## src/rtl/pipeline_hazard_ctrl.sv

```systemverilog
// Stall/flush sequencer for the 5-stage pipeline: memory-access freeze FSM, load-use stall, branch flush.
// Optional build macro STALL_COUNTER_EN adds a saturating 32-bit Stall_Cycles counter output.
module pipeline_hazard_ctrl #(
  parameter int MEM_LATENCY = 2,
  parameter int REG_W       = 5
) (
  input  logic             Clk,
  input  logic             Reset,
  input  logic [REG_W-1:0] ID_Rs,
  input  logic [REG_W-1:0] ID_Rt,
  input  logic             ID_UsesRt,
  input  logic             IDEX_MemRead,
  input  logic [REG_W-1:0] IDEX_Rt,
  input  logic             EX_BranchTaken,
  input  logic             MEM_Access,
  output logic             PC_Write,
  output logic             IFID_Write,
  output logic             IDEX_Write,
  output logic             EXMEM_Write,
  output logic             IFID_Flush,
  output logic             IDEX_Flush,
  output logic             MEMWB_Bubble
`ifdef STALL_COUNTER_EN
  ,
  output logic [31:0]      Stall_Cycles
`endif
);

  typedef enum logic {S_RUN, S_WAIT} state_t;

  localparam bit         HAS_WAIT = (MEM_LATENCY > 1);
  localparam logic [3:0] CNT_INIT = HAS_WAIT ? 4'(MEM_LATENCY - 2) : 4'd0;

  state_t     r_state;
  state_t     w_nextState;
  logic [3:0] r_cnt;
  logic [3:0] w_nextCnt;
  logic       w_freeze;
  logic       w_loadUse;
  logic       w_branchFlush;
  logic       w_loadUseStall;

  always_ff @(posedge Clk or posedge Reset) begin
    if (Reset) begin
      r_state <= S_RUN;
      r_cnt   <= 4'd0;
    end else begin
      r_state <= w_nextState;
      r_cnt   <= w_nextCnt;
    end
  end

  // The release cycle of S_WAIT never re-arms, so a following access is caught in S_RUN.
  always_comb begin
    w_nextState = r_state;
    w_nextCnt   = r_cnt;
    w_freeze    = 1'b0;
    case (r_state)
      S_RUN: begin
        if (MEM_Access && HAS_WAIT) begin
          w_freeze    = 1'b1;
          w_nextState = S_WAIT;
          w_nextCnt   = CNT_INIT;
        end
      end
      S_WAIT: begin
        if (r_cnt != 4'd0) begin
          w_freeze  = 1'b1;
          w_nextCnt = r_cnt - 4'd1;
        end else begin
          w_nextState = S_RUN;
        end
      end
      default: w_nextState = S_RUN;
    endcase
  end

  assign w_loadUse = IDEX_MemRead && (IDEX_Rt != '0) &&
                     ((IDEX_Rt == ID_Rs) || (ID_UsesRt && (IDEX_Rt == ID_Rt)));

  assign w_branchFlush  = !w_freeze && EX_BranchTaken;
  assign w_loadUseStall = !w_freeze && !EX_BranchTaken && w_loadUse;

  always_comb begin
    PC_Write     = 1'b1;
    IFID_Write   = 1'b1;
    IDEX_Write   = 1'b1;
    EXMEM_Write  = 1'b1;
    IFID_Flush   = 1'b0;
    IDEX_Flush   = 1'b0;
    MEMWB_Bubble = 1'b0;
    if (Reset) begin
      PC_Write     = 1'b0;
      IFID_Write   = 1'b0;
      IDEX_Write   = 1'b0;
      EXMEM_Write  = 1'b0;
      IFID_Flush   = 1'b1;
      IDEX_Flush   = 1'b1;
      MEMWB_Bubble = 1'b1;
    end else if (w_freeze) begin
      PC_Write     = 1'b0;
      IFID_Write   = 1'b0;
      IDEX_Write   = 1'b0;
      EXMEM_Write  = 1'b0;
      MEMWB_Bubble = 1'b1;
    end else if (w_branchFlush) begin
      IFID_Flush = 1'b1;
      IDEX_Flush = 1'b1;
    end else if (w_loadUseStall) begin
      PC_Write   = 1'b0;
      IFID_Write = 1'b0;
      IDEX_Flush = 1'b1;
    end
  end

`ifdef STALL_COUNTER_EN
  logic [31:0] r_stallCycles;

  always_ff @(posedge Clk or posedge Reset) begin
    if (Reset) begin
      r_stallCycles <= 32'd0;
    end else if ((w_freeze || w_loadUseStall) && (r_stallCycles != 32'hFFFF_FFFF)) begin
      r_stallCycles <= r_stallCycles + 32'd1;
    end
  end

  assign Stall_Cycles = r_stallCycles;
`endif

endmodule
```

## config.mk

```make
export PLATFORM = sky130hd
export DESIGN_NAME = pipeline_hazard_ctrl
export DESIGN_NICKNAME = d
export VERILOG_FILES = /design/src/rtl/pipeline_hazard_ctrl.sv
export SDC_FILE = /design/constraint.sdc
export NUM_CORES = 1
export LEC_CHECK = 0
export BUFFER_PORTS_ARGS = -buffer_cell sky130_fd_sc_hd__buf_2
export CORE_AREA = 2 2 39 41
export CTS_BUF_LIST = sky130_fd_sc_hd__clkbuf_8
export CTS_CLUSTER_DIAMETER = 120
export DETAILED_ROUTE_END_ITERATION = 8
export DIE_AREA = 0 0 41 43
export PLACE_DENSITY = 0.61
export SLEW_MARGIN = 25
export SYNTH_ARGS = -nofsm -noshare
export SYNTH_HDL_FRONTEND = slang
export SYNTH_SLANG_ARGS = --single-unit
```

## constraint.sdc

```tcl
create_clock -name Clk -period 1.6 [get_ports Clk]
set_input_delay 0 -clock Clk [delete_from_list [all_inputs] [get_ports Clk]]
set_output_delay 0 -clock Clk [all_outputs]
set_load 0.1 [all_outputs]
```

==> results.tsv, run 1 <==
stage	metric	value	unit
global_route	GRT Max-Usage Layer	met2	
layout	final core occ	0.6320	
synthesis	Top FF cell, synth	dfrtp_1	
critical_path	critical path endpoint category	output port	
cts	Num CTS Buffers	3	
detailed_routing	Iteration-0 DRC Markers	3	
layout	final instance area	874.6	µm²
global_route	GRT Resource Usage Total	0.1431	
sta	post-route worst setup slack	-0.3396	ns
critical_path	worst path required time	1.60	ns
cts	TritonCTS clock tree	built	
die	Die ar.	1763	µm²
detailed_routing	DRT Wirelength	1.055	mm
place	placed insts	96	
outcome	failing checks	setup timing	
cts	H-tree levels	1	
synthesis	synthesized cell area	431.7	µm²
pwr	PD cells	2079	nW/µm²
detailed_routing	via density per instance	4.429	
place	area of placed instances	742.0	µm²
die	Starting Density	0.3119	
critical_path	Crit Path Category	reg -> out	
detailed_routing	Routed wire per std cell	10.05	µm
cts	clk root buf	clkbuf_8	
place	count of buffers from port buffering	27	
pwr	maximum VDD drop	703.9	µV
sta	Tmin final	1.940	ns
synthesis	synth unique cells	23	
cts	Reg clk slew, reported paths	0.03	ns
pwr	Power Total	0.001818	W
detailed_routing	drt pass-1 iters	2	
layout	# diodes	0	
die	Core ar.	1384	µm²
global_route	met1 Use GR	0.1401	
sta	final hold vios	0	
detailed_routing	total number of vias	465	
layout	share of cells above drive strength 1	0.6067	
synthesis	Yosys Warn Count	0	
global_route	gr ovfl total	0	
cts	Skew-Pair Late Insertion Delay	0.21	ns
sta	Fmax	515.6	MHz
sta	Clock Skews	0.001385	ns
global_route	met2 Use GR	0.2531	
sta	Final Cycle Share	1.212	
synthesis	Syn Nets	71	
sta	Setup Viol. Count Final	8	
synthesis	Synth area leaders	dfrtp_1 (29%), xor2_1 (18%), inv_1 (5.2%), mux2i_4 (5.2%), nand2_1 (4.3%)	
global_route	vias in the first global route	459	
die	floorplan die width	41	µm
synthesis	post-synth top area share	0.2899	
layout	Final #Nets	112	
sta	Rel. slew slack	0.7304	
worst_hold_path	hold crit path type	in -> reg	
place	Final Wtd Congestion	0.6895	
layout	most frequent cells in the layout	buf_2 (20), xor2_1 (9), buf_4 (8), buf_12 (7), dfrtp_1 (5)	
flow_run	Max-Cap Viols	0	
die	# rows	14	
sta	max-slew violation count	0	
critical_path	Critical Path Source Type	register	
global_route	largest net degree at the start of global routing	8	
die	Die Span Y	43	µm
global_route	initial antenna violation count	0	
critical_path	crit path max fanout	3	
layout	commonest non-fill, non-tap cell in the layout	buf_2	
global_route	M3 GR Usage	0.04712	
detailed_routing	drt drc	0	
global_route	global-route wire length before repair	1.690	mm
layout	P&R area growth vs syn	102.6	%
outcome	status	finished with violations	
synthesis	Post-Synthesis Cells	49	
critical_path	WP data arrival	1.94	ns
cts	clk buf depth	2	
detailed_routing	Final ANT Viol Nets	0	
synthesis	Synth area leader	dfrtp_1	
synthesis	Avg Cell Area, Syn	8.809	µm²
die	io pins	28	
place	dpl ws	-0.1618	ns
synthesis	register area share after synthesis	0.2899	
sta	worst-margin pin slew	0.4044	ns
sta	RSZ-0062 raised after global routing	yes	
synthesis	Yosys reg bits	5	
cts	clock sinks	5	
synthesis	number of synthesized flops with an enable pin	0	
synthesis	asr flop ratio synth	1.000	
layout	Layout Cells excl Fill	105	
pwr	Leak Pwr	0.4162	nW
place	Final HPWL DP	864.9	µm
==> stage by stage <==
stage	TNS, ns	hold slack (ns)
final	-2.208	0.1707
after detailed placement	-0.9522	-0.02381
after global routing	-2.777	0.1870
after global placement	-0.4453	-0.02711
after floorplan	-2.002	-0.1759
after CTS	-2.472	0.1769
==> worst paths after layout <==
path,from,endpoint,slack (ns),cells after the start
worst max-delay path,r_cnt[1],IFID_Write,-0.34,7
worst min-delay path,MEM_Access,r_cnt[2],0.17,4
worst max register to register,r_cnt[1],r_cnt[0],-0.13,9
worst min register to register,r_cnt[0],r_cnt[0],0.62,2
max in group asynchronous,Reset,r_cnt[2],1.04,3
min in group asynchronous,Reset,r_cnt[1],0.32,3
==> critical path, cell delays in order (launching register included) <==
cell and delay [ns]:
dfrtp_1 0.38, inv_2 0.08, ha_4 0.13, or3b_4 0.40, mux2i_4 0.18, buf_4 0.16, o311a_4 0.21, buf_12 0.17
==> cell families after synthesis <==
family / synth area share
multiplexers: 0.05217
flip-flops: 0.2899
adder cells (fa/ha/maj): 0.02898
buffers and inverters: 0.09563
AO/OA/AOI/OAI: 0.1623
XOR/XNOR: 0.2232
AND/OR/NAND/NOR: 0.1478
==> cells in the mapped netlist (2+ instances only) <==
master and number:
dfrtp_1 5, inv_1 6, xor2_1 9, xnor2_1 2, buf_4 2, nor3_1 2, nand2_1 5, o21ai_0 3
==> layout make-up <==
cell class                      count  area, µm²
Clock inverter                      1      3.754
Timing Repair Buffer               38      332.8
Inverter                            7      33.78
Fill cell                         109      509.2
Clock buffer                        3      41.29
Sequential cell                     5      125.1
Tap cell                           16      20.02
Multi-Input combinational cell     35      317.8
==> sequential cells by signal, indices dropped and copies added, names as in the netlist <==
signal,count
r_state,1
r_cnt,4
==> report_power, final <==
part / switching, W / internal [W]
registers: 0.0000501 / 0.000188
clock network: 0.0000525 / 0.000164
logic: 0.000745 / 0.000620
total: 0.000847 / 0.000971
==> timing repair <==
item / in CTS / in global routing
hold buffers: 1 / 0
setup buffers: 1 / 3
gates resized for setup: 3 / 11
pin swaps: 0 / 4
cloned: 0 / 0
endpoints found under the hold margin: 5 / 0
setup endpoints to repair: 9 / 11
==> per-layer routing <==
metal / wire length, µm / vias to the layer above
met5: 0 / -
met4: 0 / 0
met3: 63 / 0
met2: 621 / 19
met1: 370 / 201
li1: - / 245
Note: power is estimated with default switching activity, not from simulation.
==> run 2: changes to the inputs <==
--- a/config.mk
+++ b/config.mk
@@ -5,13 +5,13 @@
 export SDC_FILE = /design/constraint.sdc
 export NUM_CORES = 1
 export LEC_CHECK = 0
+export ABC_AREA = 1
 export BUFFER_PORTS_ARGS = -buffer_cell sky130_fd_sc_hd__buf_2
-export CORE_AREA = 2 2 39 41
+export CORE_UTILIZATION = 36
 export CTS_BUF_LIST = sky130_fd_sc_hd__clkbuf_8
 export CTS_CLUSTER_DIAMETER = 120
 export DETAILED_ROUTE_END_ITERATION = 8
-export DIE_AREA = 0 0 41 43
-export PLACE_DENSITY = 0.61
+export PLACE_DENSITY = 0.63
 export SLEW_MARGIN = 25
 export SYNTH_ARGS = -nofsm -noshare
 export SYNTH_HDL_FRONTEND = slang
==> run 2 against run 1 <==
  * Wire length increased by 19%
  * Worst setup slack gained 0.35 ns
  * First-iteration DRC count rose to 2.7 times the previous value
  * The flow now finishes without violations
  * Combinational power fell by 81%
  * Critical path depth is 2 higher
  * Hold slack worse by 0.011 ns
  * Flip-flop and latch count is the same
  * Clock power barely moved
  * Highest routed layer unchanged
  * Total power decreased by 66%
  * Largest power group unchanged
  * Register-to-register slack better by 0.48 ns
==> results.tsv, run 2 <==
stage	metric	value	unit	change
outcome	status	complete, no violations		
detailed_routing	Routed wire per std cell	8.943	µm	-11%
layout	share of cells above drive strength 1	0.4080		-0.1987
layout	max FFs per register	4		unchanged
cts	Num CTS Buffers	3		unchanged
global_route	GRT Resource Usage Total	0.1747		+0.03151
die	Die ar.	1650	µm²	-6.4%
cts	H-tree levels	1		unchanged
synthesis	Synth area leader	nand2_1		
synthesis	Synth area leaders	nand2_1 (24%), dfrtp_1 (23%), inv_1 (14%), nand3_1 (5.6%), nand2_4 (4.2%)		
detailed_routing	via density per instance	4.329		-2.3%
layout	biggest registers after layout	r_cnt (4), r_state (1)		
detailed_routing	Iteration-0 DRC Markers	8		+5
place	Final HPWL DP	1.018	mm	+18%
cts	clock sinks	5		unchanged
sta	Setup Viol. Count Final	0		-8
critical_path	top cell family by delay on the critical path	flip-flops		
cts	clk buf depth	2		unchanged
layout	# diodes	0		unchanged
global_route	initial antenna violation count	0		unchanged
sta	Rel. slew slack	0.6735		-0.05690
synthesis	synth unique cells	19		-17%
sta	Hold Slack	0.1600	ns	-0.01064 ns
synthesis	most frequent cell after synthesis	nand2_1		
global_route	gr ovfl total	0		unchanged
detailed_routing	total number of vias	606		+30%
sta	Fmax	630.0	MHz	+22%
worst_hold_path	hold crit path type	in -> reg		
synthesis	post-synth top area share	0.2378		-0.05209
synthesis	asr flop ratio synth	1.000		unchanged
synthesis	Post-Synthesis Cells	92		+88%
sta	worst-margin pin slew	0.4931	ns	+0.08875 ns
die	Core ar.	1350	µm²	-2.4%
layout	P&R area growth vs syn	72.96	%	
synthesis	Yosys Warn Count	0		unchanged
sta	RSZ-0062 raised after global routing	yes		
critical_path	CP Cell Sequence	inv_2, ha_4, nand3_4, nand2_4, nand2_8, o21ai_4, inv_2, nand2_8, buf_12		
die	floorplan die width	40.62	µm	-0.94%
sta	final hold vios	0		unchanged
synthesis	Avg Cell Area, Syn	5.834	µm²	-34%
die	Starting Density	0.3976		+0.08566
place	count of buffers from port buffering	27		unchanged
critical_path	worst path required time	1.60	ns	about the same
detailed_routing	drt pass-1 iters	4		+2
detailed_routing	Final ANT Viol Nets	0		unchanged
pwr	Leak Pwr	0.5737	nW	+38%
die	io pins	28		unchanged
synthesis	Yosys reg bits	5		unchanged
synthesis	synthesized cell area	536.8	µm²	+24%
critical_path	critical path endpoint category	output port		
critical_path	crit path max fanout	4		+1
synthesis	Syn Nets	114		+61%
layout	most flop-heavy register	r_cnt		
die	# rows	13		-1
place	placed insts	132		+38%
critical_path	delay of the slowest critical-path stage	0.36	ns	-0.04 ns
flow_run	Max-Cap Viols	0		unchanged
cts	TritonCTS clock tree	built		
layout	fillers	114		+4.6%
sta	Final Cycle Share	0.9921		-0.2202
pwr	PD cells	661.7	nW/µm²	-68%
cts	Reg clk slew, reported paths	0.04	ns	about the same
sta	Clock Skews	0.002836	ns	+0.001451 ns
critical_path	WP data arrival	1.59	ns	-0.35 ns
synthesis	number of synthesized flops with an enable pin	0		unchanged
critical_path	Worst path slowest cell	dfrtp_1		
place	Final Wtd Congestion	0.7780		+13%
global_route	largest net degree at the start of global routing	8		unchanged
critical_path	Critical path buffers and inverters	3		unchanged
global_route	global-route wire length before repair	1.973	mm	+17%
critical_path	Crit Path Category	reg -> out		
layout	commonest non-fill, non-tap cell in the layout	nand2_1		
layout	Layout Cells excl Fill	140		+33%
cts	Skew-Pair Late Insertion Delay	0.22	ns	about the same
cts	clk root buf	clkbuf_8		
detailed_routing	DRT Wirelength	1.252	mm	+19%
synthesis	Top FF cell, synth	dfrtp_1		
sta	Tmin final	1.587	ns	-0.3523 ns
global_route	vias in the first global route	546		+19%
layout	most frequent cells in the layout	nand2_1 (32), buf_2 (21), inv_1 (18)		
synthesis	register area share after synthesis	0.2331		-0.05675
pwr	maximum VDD drop	727.0	µV	+3.3%
layout	Final #Nets	148		+32%
synthesis	commonest cells in the netlist	nand2_1 (34), inv_1 (20), nand3_1 (6), nor2_1 (6), dfrtp_1 (5)		
pwr	Power Total	0.0006143	W	-66%
die	Die Span Y	40.62	µm	-5.5%
detailed_routing	drt drc	0		unchanged
critical_path	Critical Path Source Type	register		
sta	max-slew violation count	0		unchanged
==> run 2: path summary, 6_finish.rpt <==
check / end / slack, ns / start / cells past startpoint
max in group asynchronous: r_cnt[0] / 1.04 / Reset / 3
min: r_cnt[2] / 0.16 / MEM_Access / 4
max reg2reg: r_cnt[3] / 0.35 / r_cnt[0] / 7
min reg2reg: r_cnt[2] / 0.55 / r_cnt[2] / 3
min in group asynchronous: r_cnt[2] / 0.30 / Reset / 3
max: IDEX_Flush / 0.01 / r_cnt[0] / 9
==> run 2: layout make-up <==
| type | count | area, µm² | share of cell area |
|---|---|---|---|
| sequential | 5 | 125.1 | 0.1348 |
| clock buffer | 3 | 41.29 | 0.04447 |
| timing repair buffer | 31 | 257.7 | 0.2776 |
| clock inverter | 1 | 3.754 | 0.004043 |
| inverter | 24 | 93.84 | 0.1011 |
| tap | 15 | 18.77 | 0.02022 |
| multi-input combinational | 61 | 387.9 | 0.4178 |
==> run 2: worst register-to-register path: stages, from the launching register on <==
cell and delay, ns:
dfrtp_1 0.36, inv_2 0.09, ha_4 0.16, nand3_4 0.07, nand2_4 0.12, nand2_8 0.07, buf_4 0.15, o22ai_1 0.15
==> run 2: repair_timing <==
action / in CTS / in global routing
buffers inserted: 1 / 2
hold buffers: 1 / 0
hold endpoints to repair: 5 / 0
pin swaps: 3 / 5
setup endpoints to repair: 1 / 1
resized for setup: 2 / 3
==> run 2: per-layer routing <==
layer | GRT usage | routed length [µm] | vias up
met4 | 0.05000 | 0 | 0
met1 | 0.1959 | 556 | 254
met5 | 0 | 0 | -
met2 | 0.3492 | 642 | 17
li1 | - | - | 335
met3 | 0.005435 | 52 | 0
==> run 2: kinds of logic (layout without fill, tap and decap cells) <==
group	Yosys count	after routing	share of synthesized area
adders and majority gates	1	1	0.02331
and+or+nand+nor	51	51	0.4196
DFF	5	5	0.2331
AOI/OAI and AO/OA	7	7	0.09557
buffers and inverters	26	59	0.1958
xor gates and xnor gates	2	2	0.03264
==> run 2: metrics by stage <==
step / area (µm²) / TNS, ns / utilization / setup slack, ns
after global routing: 928.4 / -0.02611 / 0.6877 / -0.02611
after floorplan: 613.1 / -1.040 / - / -0.4396
after CTS: 892.1 / 0 / 0.6608 / 0.01595
after detailed placement: 822.0 / 0 / 0.6089 / 0.08526
after global placement: 822.0 / 0 / 0.6089 / 0.1606
final: 928.4 / 0 / 0.6877 / 0.01269
==> run 2: where the power goes <==
part           internal (W)  total [W]  switching, W
Combinational     0.0000940   0.000264      0.000170
Sequential         0.000129   0.000132    0.00000284
Clock              0.000164   0.000218     0.0000544
